<file path="src/rtl/occupancy_decoder_if.sv">
// occupancy_decoder_if
// Bundles the sensor pair and the decoded occupancy outputs of the gate
// receiver so the decoder and its environment share one connection.
//   btn          sensor pair, btn[0]=a (outer), btn[1]=b (inner), asynchronous
//   count        current occupancy
//   debug_state  decoder state encoding
//   inc_pulse    1-cycle pulse, entry accepted
//   dec_pulse    1-cycle pulse, exit accepted
//   err_pulse    1-cycle pulse, invalid transition or count boundary hit
//   full         count at saturation ceiling
//   empty        count at zero
// master: sensor/display side (drives btn). slave: the decoder.
interface occupancy_decoder_if #(
  parameter int WIDTH = 4
);
  logic [1:0]       btn;
  logic [WIDTH-1:0] count;
  logic [2:0]       debug_state;
  logic             inc_pulse;
  logic             dec_pulse;
  logic             err_pulse;
  logic             full;
  logic             empty;

  modport master (
    output btn,
    input  count, debug_state, inc_pulse, dec_pulse, err_pulse, full, empty
  );

  modport slave (
    input  btn,
    output count, debug_state, inc_pulse, dec_pulse, err_pulse, full, empty
  );
endinterface

</file>
<file path="src/rtl/occupancy_decoder.sv">
// occupancy_decoder
// Receive end of the two-sensor (a,b) gate protocol. Synchronises and
// debounces the sensor pair, decodes complete entry/exit sequences into a
// saturating occupancy count and flags malformed sequences.
// Ports:
//   clk    system clock, rising edge
//   reset  asynchronous, active-low reset
//   bus    occupancy_decoder_if.slave (btn in; count, debug_state, pulses,
//          full, empty out)
//
// state  | meaning
// IDLE   | no sequence in progress, filt = 00
// EN1    | entry started, a blocked (01)
// EN2    | entry, both blocked (11)
// EN3    | entry, only b blocked (10)
// EX1    | exit started, b blocked (10)
// EX2    | exit, both blocked (11)
// EX3    | exit, only a blocked (01)
// ERR    | malformed sequence, waiting for both sensors clear
module occupancy_decoder #(
  parameter int WIDTH           = 4,
  parameter int MAX_COUNT       = 15,
  parameter int DEBOUNCE_CYCLES = 16
) (
  input logic               clk,
  input logic               reset,
  occupancy_decoder_if.slave bus
);

  localparam int DB_W = $clog2(DEBOUNCE_CYCLES + 1);
  localparam logic [DB_W-1:0]  DB_LOAD = DB_W'(DEBOUNCE_CYCLES - 1);
  localparam logic [WIDTH-1:0] CNT_MAX = WIDTH'(MAX_COUNT);

  typedef enum logic [2:0] {
    S_IDLE = 3'd0,
    S_EN1  = 3'd1,
    S_EN2  = 3'd2,
    S_EN3  = 3'd3,
    S_EX1  = 3'd4,
    S_EX2  = 3'd5,
    S_EX3  = 3'd6,
    S_ERR  = 3'd7
  } state_t;

  logic [1:0]       r_sync1;
  logic [1:0]       r_sync2;
  logic [DB_W-1:0]  r_db_cnt;
  logic [1:0]       r_filt;
  logic [1:0]       r_filt_q;

  state_t           r_state;
  logic [WIDTH-1:0] r_count;
  logic             r_inc;
  logic             r_dec;
  logic             r_err;

  state_t           w_state_nxt;
  logic [WIDTH-1:0] w_count_nxt;
  logic             w_inc_nxt;
  logic             w_dec_nxt;
  logic             w_err_nxt;
  logic             w_chg;
  logic             w_dbl;

  // Input path. A difference between the two sync stages means r_sync2 is
  // about to take a new value, so the stability timer is reloaded on that
  // same edge; it then reaches zero after DEBOUNCE_CYCLES cycles of the new
  // value and filt samples it on the following edge.
  always_ff @(posedge clk or negedge reset) begin
    if (!reset) begin
      r_sync1  <= 2'b00;
      r_sync2  <= 2'b00;
      r_db_cnt <= '0;
      r_filt   <= 2'b00;
      r_filt_q <= 2'b00;
    end else begin
      r_sync1  <= bus.btn;
      r_sync2  <= r_sync1;
      r_filt_q <= r_filt;
      if (r_sync1 != r_sync2) begin
        r_db_cnt <= DB_LOAD;
      end else if (r_db_cnt != '0) begin
        r_db_cnt <= r_db_cnt - 1'b1;
      end
      if (r_db_cnt == '0) begin
        r_filt <= r_sync2;
      end
    end
  end

  assign w_chg = (r_filt != r_filt_q);
  assign w_dbl = ((r_filt ^ r_filt_q) == 2'b11);

  always_ff @(posedge clk or negedge reset) begin
    if (!reset) begin
      r_state <= S_IDLE;
      r_count <= '0;
      r_inc   <= 1'b0;
      r_dec   <= 1'b0;
      r_err   <= 1'b0;
    end else begin
      r_state <= w_state_nxt;
      r_count <= w_count_nxt;
      r_inc   <= w_inc_nxt;
      r_dec   <= w_dec_nxt;
      r_err   <= w_err_nxt;
    end
  end

  always_comb begin
    w_state_nxt = r_state;
    w_count_nxt = r_count;
    w_inc_nxt   = 1'b0;
    w_dec_nxt   = 1'b0;
    w_err_nxt   = 1'b0;
    if (r_state == S_ERR) begin
      // Level-sensitive release: an abort that itself lands on 00 (e.g.
      // 11->00) leaves ERR on the next cycle instead of waiting for another
      // filt change that may never come.
      if (r_filt == 2'b00) begin
        w_state_nxt = S_IDLE;
      end
    end else if (w_chg) begin
      if (w_dbl) begin
        w_state_nxt = S_ERR;
        w_err_nxt   = 1'b1;
      end else begin
        case (r_state)
          S_IDLE: begin
            if (r_filt == 2'b01)      w_state_nxt = S_EN1;
            else if (r_filt == 2'b10) w_state_nxt = S_EX1;
          end
          S_EN1: begin
            if (r_filt == 2'b11)      w_state_nxt = S_EN2;
            else if (r_filt == 2'b00) w_state_nxt = S_IDLE;
          end
          S_EN2: begin
            if (r_filt == 2'b10)      w_state_nxt = S_EN3;
            else if (r_filt == 2'b01) w_state_nxt = S_EN1;
          end
          S_EN3: begin
            if (r_filt == 2'b00) begin
              w_state_nxt = S_IDLE;
              if (r_count < CNT_MAX) begin
                w_count_nxt = r_count + 1'b1;
                w_inc_nxt   = 1'b1;
              end else begin
                w_err_nxt   = 1'b1;
              end
            end else if (r_filt == 2'b11) begin
              w_state_nxt = S_EN2;
            end
          end
          S_EX1: begin
            if (r_filt == 2'b11)      w_state_nxt = S_EX2;
            else if (r_filt == 2'b00) w_state_nxt = S_IDLE;
          end
          S_EX2: begin
            if (r_filt == 2'b01)      w_state_nxt = S_EX3;
            else if (r_filt == 2'b10) w_state_nxt = S_EX1;
          end
          S_EX3: begin
            if (r_filt == 2'b00) begin
              w_state_nxt = S_IDLE;
              if (r_count != '0) begin
                w_count_nxt = r_count - 1'b1;
                w_dec_nxt   = 1'b1;
              end else begin
                w_err_nxt   = 1'b1;
              end
            end else if (r_filt == 2'b11) begin
              w_state_nxt = S_EX2;
            end
          end
          default: begin
          end
        endcase
      end
    end
  end

  assign bus.count       = r_count;
  assign bus.debug_state = r_state;
  assign bus.inc_pulse   = r_inc;
  assign bus.dec_pulse   = r_dec;
  assign bus.err_pulse   = r_err;
  assign bus.full        = (r_count == CNT_MAX);
  assign bus.empty       = (r_count == '0);

endmodule

</file>
<file path="src/flat_wrapper.sv">
// flat-port wrapper written by rule: the top's interface ports become plain ports
module occupancy_decoder_flat 
#(
  parameter int WIDTH           = 4,
  parameter int MAX_COUNT       = 15,
  parameter int DEBOUNCE_CYCLES = 16
)
  (clk, reset, bus_btn, bus_count, bus_debug_state, bus_inc_pulse, bus_dec_pulse, bus_err_pulse, bus_full, bus_empty);
  occupancy_decoder_if #(.WIDTH(WIDTH)) bus_i ();
  input logic clk;
  input logic reset;
  input wire logic [$bits(bus_i.btn)-1:0] bus_btn;
  output wire logic [$bits(bus_i.count)-1:0] bus_count;
  output wire logic [$bits(bus_i.debug_state)-1:0] bus_debug_state;
  output wire logic [$bits(bus_i.inc_pulse)-1:0] bus_inc_pulse;
  output wire logic [$bits(bus_i.dec_pulse)-1:0] bus_dec_pulse;
  output wire logic [$bits(bus_i.err_pulse)-1:0] bus_err_pulse;
  output wire logic [$bits(bus_i.full)-1:0] bus_full;
  output wire logic [$bits(bus_i.empty)-1:0] bus_empty;
  assign bus_i.btn = bus_btn;
  assign bus_count = bus_i.count;
  assign bus_debug_state = bus_i.debug_state;
  assign bus_inc_pulse = bus_i.inc_pulse;
  assign bus_dec_pulse = bus_i.dec_pulse;
  assign bus_err_pulse = bus_i.err_pulse;
  assign bus_full = bus_i.full;
  assign bus_empty = bus_i.empty;
  occupancy_decoder #(.WIDTH(WIDTH), .MAX_COUNT(MAX_COUNT), .DEBOUNCE_CYCLES(DEBOUNCE_CYCLES)) u_core (.clk(clk), .reset(reset), .bus(bus_i));
endmodule
</file>
<file path="config.mk">
export PLATFORM = sky130hd
export DESIGN_NAME = occupancy_decoder_flat
export DESIGN_NICKNAME = d
export VERILOG_FILES = /design/src/rtl/occupancy_decoder_if.sv /design/src/rtl/occupancy_decoder.sv /design/src/flat_wrapper.sv
export SDC_FILE = /design/constraint.sdc
export NUM_CORES = 1
export LEC_CHECK = 0
export CAP_MARGIN = 10
export CORE_UTILIZATION = 58
export CTS_BUF_LIST = sky130_fd_sc_hd__clkbuf_4 sky130_fd_sc_hd__clkbuf_8 sky130_fd_sc_hd__clkbuf_16
export DETAILED_ROUTE_END_ITERATION = 10
export PLACE_DENSITY_LB_ADDON = 0.3
export REMOVE_ABC_BUFFERS = 1
export SLEW_MARGIN = 20
export SYNTH_ARGS = -nofsm -noshare
export SYNTH_HDL_FRONTEND = slang
export SYNTH_SLANG_ARGS = --single-unit
</file>
<file path="constraint.sdc">
create_clock -name clk -period 5.5 [get_ports clk]
set_input_delay 0.55 -clock clk [delete_from_list [all_inputs] [get_ports clk]]
set_output_delay 0.55 -clock clk [all_outputs]
set_load 0.03 [all_outputs]
</file>
## Yosys cells after proc, flatten, opt, wreduce, memory -nomap -nowiden

Cells that the tools add are included.

- Register bits: 23
- Word-level logic and storage cells: 93
- Input port bits: 4
- Output and inout bits: 12

- Reduce and logical (&&, ||, !) cells: 12
- Equality and inequality tests: 21
- Bitwise logic cells: 3
- Add/subtract/negate cells: 3
- $lt $le $gt $ge: 1
- Mux-type cells: 43

Operators by type and width:

| operator | count |
|---|---|
| $mux 3 | 15 |
| $pmux 3 s7 | 1 |
| $mux 1 | 19 |
| $mux 4 | 4 |
| $ne 5x1->1 const B | 3 |
| $eq 3x3->1 const B | 4 |
| $mux 5 | 2 |
| $reduce_bool 9->1 | 1 |
| $ne 2x1->1 const B | 4 |
| $pmux 4 s2 | 1 |
| $reduce_and 8->1 | 1 |
| $eq 2x2->1 const B | 3 |
| $eq 3x2->1 const B | 2 |
| $reduce_bool 2->1 | 3 |
| $logic_not 5->1 | 1 |
| $reduce_and 5->1 | 1 |
| $reduce_bool 5->1 | 1 |
| $sub 5x1->5 const B | 1 |
| $add 4x1->4 const B | 1 |
| $eq 4x4->1 const B | 1 |
| $logic_not 4->1 | 1 |
| $lt 4x4->1 const B | 1 |
| $ne 2x2->1 | 2 |
| $reduce_bool 4->1 | 1 |
| 8 further kinds | 9 |

## Depth between registers and ports, before layout

Gate-level depths: netlist of the first run.

- Depth after elaboration: 7
- Gate-level depth with buffers: 9

## Worst setup path after synthesis of the first run

No wires, ideal clock.

- Path kind: flip-flop to flip-flop
- From: register u_core.r_state[2] (netlist: u_core.bus.debug_state[2])
- To: register u_core.r_count[3] (netlist: u_core.bus.count[3])
- Slack: 3,398 ps
- Data arrival time: 1,965 ps
- Stages on the path, launching flop included: 10
- Path buffers: 1
- Period minus slack after synthesis: 2,102 ps
- Path through: dfrtp_1 > buf_4 > nand2_1 > nor2_1 > ha_1 > a21o_1 > a21oi_1 > xor2_1 > nor2_1 > xor2_1

- Cells in the longest elaborated chain, start to end: 3
- Elaborated cells between the ends (all ways): 11

RTL lines:

| what | RTL line | text |
|---|---|---|
| from (decl) | occupancy_decoder.sv:51 | `state_t r_state;` |
| from (signal assigned) | occupancy_decoder.sv:102 | `r_state <= w_state_nxt;` |
| $eq 3x3->1 (tied with other cells) | occupancy_decoder.sv:128 | `case (r_state)` |
| $ne 2x1->1 (no source line) (tied with other cells) | n/a |  |
| $reduce_and 8->1 (no source line) | n/a |  |
| to (signal assigned) | occupancy_decoder.sv:103 | `r_count <= w_count_nxt;` |
| to (decl) | occupancy_decoder.sv:52 | `logic [WIDTH-1:0] r_count;` |

Parallel ways exist; a longest one is shown, timed or not.
A chain may end at the register's enable or synchronous reset.

## Worst setup path after layout of the first run

- From: register u_core.r_count[3] (netlist: u_core.bus.count[3])
- To: output bus_empty

- Cells in the longest elaborated chain, start to end: 1

RTL lines:

| what | RTL line | text |
|---|---|---|
| $logic_not 4->1 | occupancy_decoder.sv:188 | `assign bus.empty = (r_count == '0);` |
| to (decl) | flat_wrapper.sv:19 | `output wire logic [$bits(bus_i.empty)-1:0] bus_empty;` |

Every way passes these cells.

==> results of run 1 <==
==> logic make-up (layout without fill, tap and decap cells) <==
family / after synthesis / in the layout / share of synthesized area (%)
compound gates: 28 / 28 / 15.8
xor+xnor: 11 / 11 / 8.79
fa+ha+maj: 4 / 4 / 4.54
buf+inv: 12 / 26 / 5.63
flops: 23 / 23 / 45.4
mux: 5 / 5 / 4.34
simple gates: 37 / 37 / 15.5
==> metrics by stage <==
| step | hold WS (ns) | total power (µW) | area (µm²) |
|---|---|---|---|
| global route | 0.216 | 274 | 1430 |
| global placement | 0.377 | 189 | 1410 |
| detailed placement | 0.380 | 190 | 1410 |
| floorplan | 0.254 | 182 | 1220 |
| CTS | 0.409 | 268 | 1430 |
| finish | 0.191 | 263 | 1430 |
==> per-layer routing <==
metal  up-vias  global-route usage, %
met3         2                   2.83
met2        23                   34.5
met5         -                      0
met1       459                   22.6
li1        455                      -
met4         0                   8.82
==> sequential cells by signal, summed over array words and instances, names as in the netlist <==
| register | count |
|---|---|
| u_core.bus.count | 4 |
| u_core.bus.debug_state | 3 |
| u_core.bus.dec_pulse | 1 |
| u_core.bus.err_pulse | 1 |
| u_core.bus.inc_pulse | 1 |
| u_core.r_db_cnt | 5 |
| u_core.r_filt | 2 |
| u_core.r_filt_q | 2 |
| u_core.r_sync1 | 2 |
| u_core.r_sync2 | 2 |
==> layout make-up <==
class	instances	area, µm²	area share [%]
flip-flops and latches	23	576	40.3
well taps	27	33.8	2.36
clock inverters	1	5.00	0.350
multi-input cells	85	621	43.4
inverters	7	26.3	1.84
clock buffers	3	22.5	1.58
repair buffers	15	145	10.2
==> power by group through the flow <==
| stage | Sequential (µW) | Clock [µW] | Combinational, µW |
|---|---|---|---|
| after CTS | 174 | 81.4 | 12.2 |
| after floorplan | 177 | 0 | 5.53 |
| after detailed placement | 178 | 0 | 12.2 |
| after global placement | 177 | 0 | 11.7 |
| after global routing | 175 | 86.1 | 13.3 |
| final | 174 | 76.9 | 11.6 |
==> placed cells by master (no fill, tap or decap), types with 2 or more instances in the layout <==
cell and count:
sky130_fd_sc_hd__mux2_1 2, sky130_fd_sc_hd__a21boi_0 2, sky130_fd_sc_hd__o21ai_0 5, sky130_fd_sc_hd__xnor2_1 2, sky130_fd_sc_hd__clkbuf_4 3, sky130_fd_sc_hd__a211oi_1 2, sky130_fd_sc_hd__nor2_1 8, sky130_fd_sc_hd__nand2b_1 4
sky130_fd_sc_hd__nand2_1 10, sky130_fd_sc_hd__clkdlybuf4s50_1 14, sky130_fd_sc_hd__ha_1 3, sky130_fd_sc_hd__a31oi_1 2, sky130_fd_sc_hd__o22ai_1 2, sky130_fd_sc_hd__nand3_1 3, sky130_fd_sc_hd__nor4_2 2, sky130_fd_sc_hd__xor2_1 7
sky130_fd_sc_hd__o31a_1 2, sky130_fd_sc_hd__a21oi_1 2, sky130_fd_sc_hd__nor3_1 3, sky130_fd_sc_hd__dfrtp_1 23, sky130_fd_sc_hd__inv_1 6, sky130_fd_sc_hd__mux2_2 2
==> worst max-delay path, stage by stage, from the launching register on <==
cell and delay (ns):
sky130_fd_sc_hd__dfrtp_1 0.45, sky130_fd_sc_hd__nor4_2 0.45, sky130_fd_sc_hd__clkdlybuf4s50_1 0.75
==> how the worst max path moves through the flow <==
stage	startpoint	endpoint	cells after the start
after floorplan	u_core.bus.debug_state[2]	u_core.bus.count[3]	8
after global placement	u_core.bus.count[3]	bus_empty	2
after detailed placement	u_core.bus.count[3]	bus_empty	2
after CTS	u_core.bus.count[3]	bus_empty	2
after global routing	u_core.bus.count[3]	bus_empty	2
final	u_core.bus.count[3]	bus_empty	2
==> impl_summary.txt, run 1 <==
----------------------------------------------------
[Floorplan]
  Floorplan row count ... 16
  Vertical die dimension ... approximately 49 µm
  Boundary pin count ... 16
  Die area ... ~2400 µm²
  Width of the die ... 48.7 µm
  Std-Cell Core Area ... between 2000 and 2500 µm²
  Initial core utilization ... between 60 and 70%

[Route]
  Total via count in the routed design ... roughly 940
  ANT nets after route ... 0
  Overall routed net length ... 2130 µm
  Highest metal layer with signal wires ... met4
  Routed metal-1 wire length ... ~920 µm
  1st-pass router iterations ... 4
  Post-detailed-route wirelength per cell ... between 10 and 15 µm
  DR vias/cell ... 5.83
  Detailed-routed wire length on met2 ... ~1100 µm
  Total length of routed met3 wires ... 62 µm
  Detailed Route Iter0 Violations ... 12
  DRC violation count after routing ... 0

[Timing]
  Setup clock skew after layout ... 0.00185 ns
  Worst Setup Slack, final ... between 3 and 4 ns
  Slew of the pin with the lowest slew margin ... slightly below 0.7 ns
  Max-slew violation count ... 0
  Upper clock frequency limit ... 400 MHz
  Clock period minus final worst setup slack ... between 2 and 2.5 ns
  Max-Slew Margin vs Limit ... between 50% and 60%
  Final hold violation count ... 0
  Finish-stage setup viols ... 0
  Sum Neg Setup Slack ... 0 ns
  RSZ-0062 raised after global routing ... no
  Final worst-path cycle share ... a little under half

[Synthesis]
  Asr flop ratio synth ... between 90% and 100%
  Yosys warns ... 0
  Most used standard cell by instance count after synthesis ... sky130_fd_sc_hd__dfrtp_1
  Proportion of netlist area held by the largest area contributor ... ~45%
  Most numerous cell types in the synthesized netlist ... sky130_fd_sc_hd__dfrtp_1, sky130_fd_sc_hd__nand2_1, sky130_fd_sc_hd__nor2_1
  Largest area contributor in the synthesized netlist ... sky130_fd_sc_hd__dfrtp_1
  Cell count after synthesis ... 120
  Number of distinct library cells after synthesis ... between 40 and 50
  FF+latch count, synth ... 23
  Area contributors post-synth ... sky130_fd_sc_hd__dfrtp_1, sky130_fd_sc_hd__xor2_1, sky130_fd_sc_hd__ha_1
  Number of enable-type register cells in the synthesized netlist ... 0
  Synthesized area per cell ... between 10 and 15 µm²
  Main flop type after synthesis ... sky130_fd_sc_hd__dfrtp_1
  Part of the Yosys area used for sequential elements ... around 45%
  Summed instance area of the synthesized netlist ... between 1000 and 1500 µm²

[GRT]
  Global-route wire length before repair ... roughly 3500 µm
  Largest net degree at the start of global routing ... 24
  Number of global-route vias before repair ... roughly 830
  Gr usage total ... roughly a fifth
  Total congestion overflow ... 0
  Number of antenna violations at the first check in global routing ... 0

[Finish]
  Fin cells ... between 150 and 200
  Fillers ... ~160
  Layout Area Growth over Synthesis ... 12.7%
  Utilization after layout ... a little over 70%
  Count of antenna diodes in the layout ... 0
  Layout cells sized above 1 ... ~11%
  Final net count ... between 100 and 150

[Pwr]
  Portion of total power attributed to the clock network ... a little under 30%
  Proportion of power drawn by flip-flops and latches ... between 60 and 70%
  Max IR drop VDD ... 0.174 mV
  Switching power of the nets ... 59.2 µW
  Leakage power summed over all cells ... 0.000615 µW
  Internal cell power ... around 200 µW
  Total power density per cell area ... approximately 180 nW/µm²
  Logic gate share of total power ... under 10%
  Share of total power consumed by net switching ... 22.5%

[Place]
  Post-placement cell count ... 157
  Global placement routability congestion ... just under 0.9
  Half-perimeter wire length after detailed placement ... 1510 µm
  Minimum setup slack after placement ... between 3 and 4 ns
  Port Buf Inserts ... 15

[Clock network]
  Clock-pin slew on the worst setup and hold paths ... 0.12 ns
  Post-CTS Resized ... 0
  Maximum clock insertion buffer count ... 2
  Num CTS Buffers ... 3
  Clock root cell ... sky130_fd_sc_hd__clkbuf_4
  Hold Buf Count CTS ... 0
  Total clock sinks ... 23
  Clock insertion delay at the later pin of the skew report ... ~0.31 ns
  Post-CTS Setup Inserts ... 0
  Deepest level of the CTS H-tree ... 1
  CTS tree ... yes

[Critical path]
  Critical path type ... reg2out
  Critical path required time ... a little under 5 ns
  Data arrival time of the critical path ... between 1.5 and 2 ns
  Startpoint kind of the worst setup timing path ... flip-flop
  Depth of the worst register-to-register path ... 8
  Crit path capture type ... output pin
  Destination of the worst register-to-register timing path ... u_core.bus.count[3]
  Reg2reg setup slack ... 3.36 ns
  Startpoint of the worst-slack reg-to-reg timing path ... u_core.bus.debug_state[2]
  Maximum net fanout on the critical path ... 4

[Min path]
  Path class of the lowest-slack min-delay path ... in2async

[Status]
  Outcome ... completed

[Job]
  Max-cap violation count ... 0

----------------------------------------------------
(Power assumes the default switching activity.)
==> run 2: changes to the inputs <==
--- a/config.mk
+++ b/config.mk
@@ -6,7 +6,7 @@
 export NUM_CORES = 1
 export LEC_CHECK = 0
 export CAP_MARGIN = 10
-export CORE_UTILIZATION = 58
+export CORE_UTILIZATION = 49
 export CTS_BUF_LIST = sky130_fd_sc_hd__clkbuf_4 sky130_fd_sc_hd__clkbuf_8 sky130_fd_sc_hd__clkbuf_16
 export DETAILED_ROUTE_END_ITERATION = 10
 export PLACE_DENSITY_LB_ADDON = 0.3
==> constraint.sdc (replaced) <==
create_clock -name clk -period 2.15 [get_ports clk]
set_input_delay 0.215 -clock clk [delete_from_list [all_inputs] [get_ports clk]]
set_output_delay 0.215 -clock clk [all_outputs]
set_load 0.03 [all_outputs]
==> impl_summary.txt, run 2 (synthesis gave the netlist of run 1 again) <==
----------------------------------------------------
[Timing]
  Finish-stage setup viols ... 0 (unchanged)
  Final hold violation count ... 0 (unchanged)
  Max-Slew Margin vs Limit ... 70.4% (was 53.8%)
  Sum Neg Setup Slack ... 0 ns (unchanged)
  Max-slew violation count ... 0 (unchanged)
  Final worst-path cycle share ... approximately 90%
  RSZ-0062 raised after global routing ... no (unchanged)
  Clock period minus final worst setup slack ... ~2 ns
  Setup clock skew after layout ... 0.00348 ns (was 0.00185 ns)
  Upper clock frequency limit ... about 500 MHz
  Slew of the pin with the lowest slew margin ... 0.440 ns (was 0.687 ns)

[Pwr]
  Leakage power summed over all cells ... 0.000636 µW (was 0.000615 µW)
  Final Power ... 682 µW (was 263 µW)
  Total power density per cell area ... 462 nW/µm² (was 184 nW/µm²)
  Max IR drop VDD ... 0.493 mV (was 0.174 mV)

[GRT]
  Largest net degree at the start of global routing ... 24 (unchanged)
  Gr usage total ... 18.6% (was 19.3%)
  Global-route wire length before repair ... 3730 µm (was 3450 µm)
  Number of global-route vias before repair ... 887 (was 828)
  Number of antenna violations at the first check in global routing ... 0 (unchanged)
  Total congestion overflow ... 0 (unchanged)

[Min path]
  Path class of the lowest-slack min-delay path ... in2async (unchanged)

[Finish]
  Most common cell after layout, fill and taps aside ... sky130_fd_sc_hd__dfrtp_1 (unchanged)
  Fin cells ... 169 (was 161)
  Register with the most flip-flops ... u_core.r_db_cnt (unchanged)
  Layout Cell Area excl Fill ... 1480 µm² (was 1430 µm²)
  Final net count ... 148 (was 143)
  Count of antenna diodes in the layout ... 0 (unchanged)
  Top library cells by usage in the layout, fill and taps aside ... sky130_fd_sc_hd__dfrtp_1, sky130_fd_sc_hd__clkdlybuf4s50_1, sky130_fd_sc_hd__nand2_1 (unchanged)
  Layout Area Growth over Synthesis ... 16.5% (was 12.7%)
  Max FFs per register ... 5 (unchanged)
  Layout cells sized above 1 ... 13.7% (was 11.2%)

[Critical path]
  Startpoint kind of the worst setup timing path ... flip-flop (unchanged)
  Crit path capture type ... output pin (unchanged)
  Data arrival time of the critical path ... 1.78 ns (was 1.95 ns)
  Critical path required time ... 1.93 ns (was 4.95 ns)
  Slowest cell on the critical path ... sky130_fd_sc_hd__clkdlybuf4s50_1 (unchanged)
  Cell-by-cell listing of the critical path ... and4_1 > clkdlybuf4s50_1 (was nor4_2 > clkdlybuf4s50_1)
  Largest stage delay on the critical path ... 0.69 ns (was 0.75 ns)
  Delay-heaviest family, CP ... buffers and inverters (unchanged)
  Critical path type ... reg2out (unchanged)
  Number of buffer and inverter instances along the worst setup path ... 1 (unchanged)
  Maximum net fanout on the critical path ... 6 (was 4)

[Clock network]
  Maximum clock insertion buffer count ... 2 (unchanged)
  Clock root cell ... sky130_fd_sc_hd__clkbuf_4 (unchanged)
  Deepest level of the CTS H-tree ... 1 (unchanged)
  Total clock sinks ... 23 (unchanged)
  Post-CTS Setup Inserts ... 0 (unchanged)
  Num CTS Buffers ... 3 (unchanged)
  CTS tree ... yes (unchanged)
  Clock-pin slew on the worst setup and hold paths ... 0.13 ns (was 0.12 ns)
  Hold Buf Count CTS ... 0 (unchanged)
  Clock insertion delay at the later pin of the skew report ... 0.31 ns (about the same)

[Route]
  ANT nets after route ... 0 (unchanged)
  Total via count in the routed design ... 924 (was 939)
  DR vias/cell ... 5.47 (was 5.83)
  Overall routed net length ... 2210 µm (was 2130 µm)
  1st-pass router iterations ... 4 (unchanged)
  Detailed Route Iter0 Violations ... 13 (was 12)
  DRC violation count after routing ... 0 (unchanged)
  Post-detailed-route wirelength per cell ... 13.1 µm (was 13.2 µm)

[Place]
  Global placement routability congestion ... 0.782 (was 0.892)
  Port Buf Inserts ... 15 (unchanged)
  DP Area ... 1450 µm² (was 1410 µm²)
  Post-placement cell count ... 165 (was 157)
  Half-perimeter wire length after detailed placement ... 1640 µm (was 1510 µm)

[Floorplan]
  Width of the die ... 52.9 µm (was 48.7 µm)
  Floorplan row count ... 18 (was 16)
  Die area ... 2790 µm² (was 2380 µm²)
  Vertical die dimension ... 52.9 µm (was 48.7 µm)
  Boundary pin count ... 16 (unchanged)
  Std-Cell Core Area ... 2450 µm² (was 2000 µm²)
  Initial core utilization ... 51.6% (was 63.3%)

[Job]
  Max-cap violation count ... 0 (unchanged)

[Status]
  Outcome ... completed (unchanged)

----------------------------------------------------
-- run 2: cell count changes in the layout (fill, tap and decap cells not counted), sizes merged --
cell,before,now
buf,1,5
clkinv,1,0
clkinvlp,0,1
dlygate4sd2,0,1
-- run 2: per-stage QoR --
step	setup slack (ns)	hold WS (ns)	util, %
final	0.156	0.232	60.1
after global routing	0.0882	0.259	60.1
after CTS	0.141	0.236	60.1
after detailed placement	0.306	0.383	59.0
after global placement	0.371	0.383	59.0
after floorplan	0.0318	-0.0806	-
-- run 2: worst paths after layout --
kind | to | slack (ns) | from | cells past startpoint
setup reg to reg | u_core.bus.count[3] | 0.30 | u_core.bus.debug_state[1] | 8
hold reg to reg | u_core.r_sync2[0] | 0.41 | u_core.r_sync1[0] | 0
min in group clk | u_core.r_sync1[1] | 0.33 | bus_btn[1] | 1
max in group asynchronous | u_core.r_sync1[1] | 1.70 | reset | 2
hold / removal | u_core.bus.inc_pulse | 0.23 | reset | 2
setup / recovery | bus_full | 0.16 | u_core.bus.count[0] | 2
-- run 2: final cells by class --
cell class	count	area [µm²]
clock inverters	1	7.51
clock buffers	3	22.5
repair buffers	20	186
inverters	7	26.3
multi-input cells	85	621
flip-flops and latches	23	576
fillers	204	978
well taps	30	37.5
-- run 2: worst register-to-register path: stages, from the launching register on --
cell and delay [ns]:
sky130_fd_sc_hd__dfrtp_1 0.37, sky130_fd_sc_hd__nand2_1 0.10, sky130_fd_sc_hd__nor2_1 0.27, sky130_fd_sc_hd__ha_1 0.29
sky130_fd_sc_hd__a21o_1 0.18, sky130_fd_sc_hd__a21oi_1 0.18, sky130_fd_sc_hd__xor2_1 0.16, sky130_fd_sc_hd__nor2_1 0.06
sky130_fd_sc_hd__xor2_1 0.14
-- run 2: metal layers --
layer / share of wire [%] / vias up / GRT usage [%]
li1: - / 461 / -
met2: 50 / 13 / 28.9
met4: 0.68 / 0 / 7.89
met5: 0 / - / 0
met1: 46 / 448 / 23.8
met3: 3.1 / 2 / 6.03
-- run 2: timing repair --
action / 4_1_cts / 5_1_grt
hold endpoints to repair: 0 / 0
gates resized for setup: 1 / 0
endpoints found under the setup margin: 1 / 0
-- run 2: power breakdown --
group / switching [µW] / leakage [µW] / internal [µW]
sequential: 5.06 / 0.000293 / 440
combinational: 18.6 / 0.000329 / 13.1
clock: 134 / 0.0000139 / 71.0
total: 158 / 0.000636 / 524
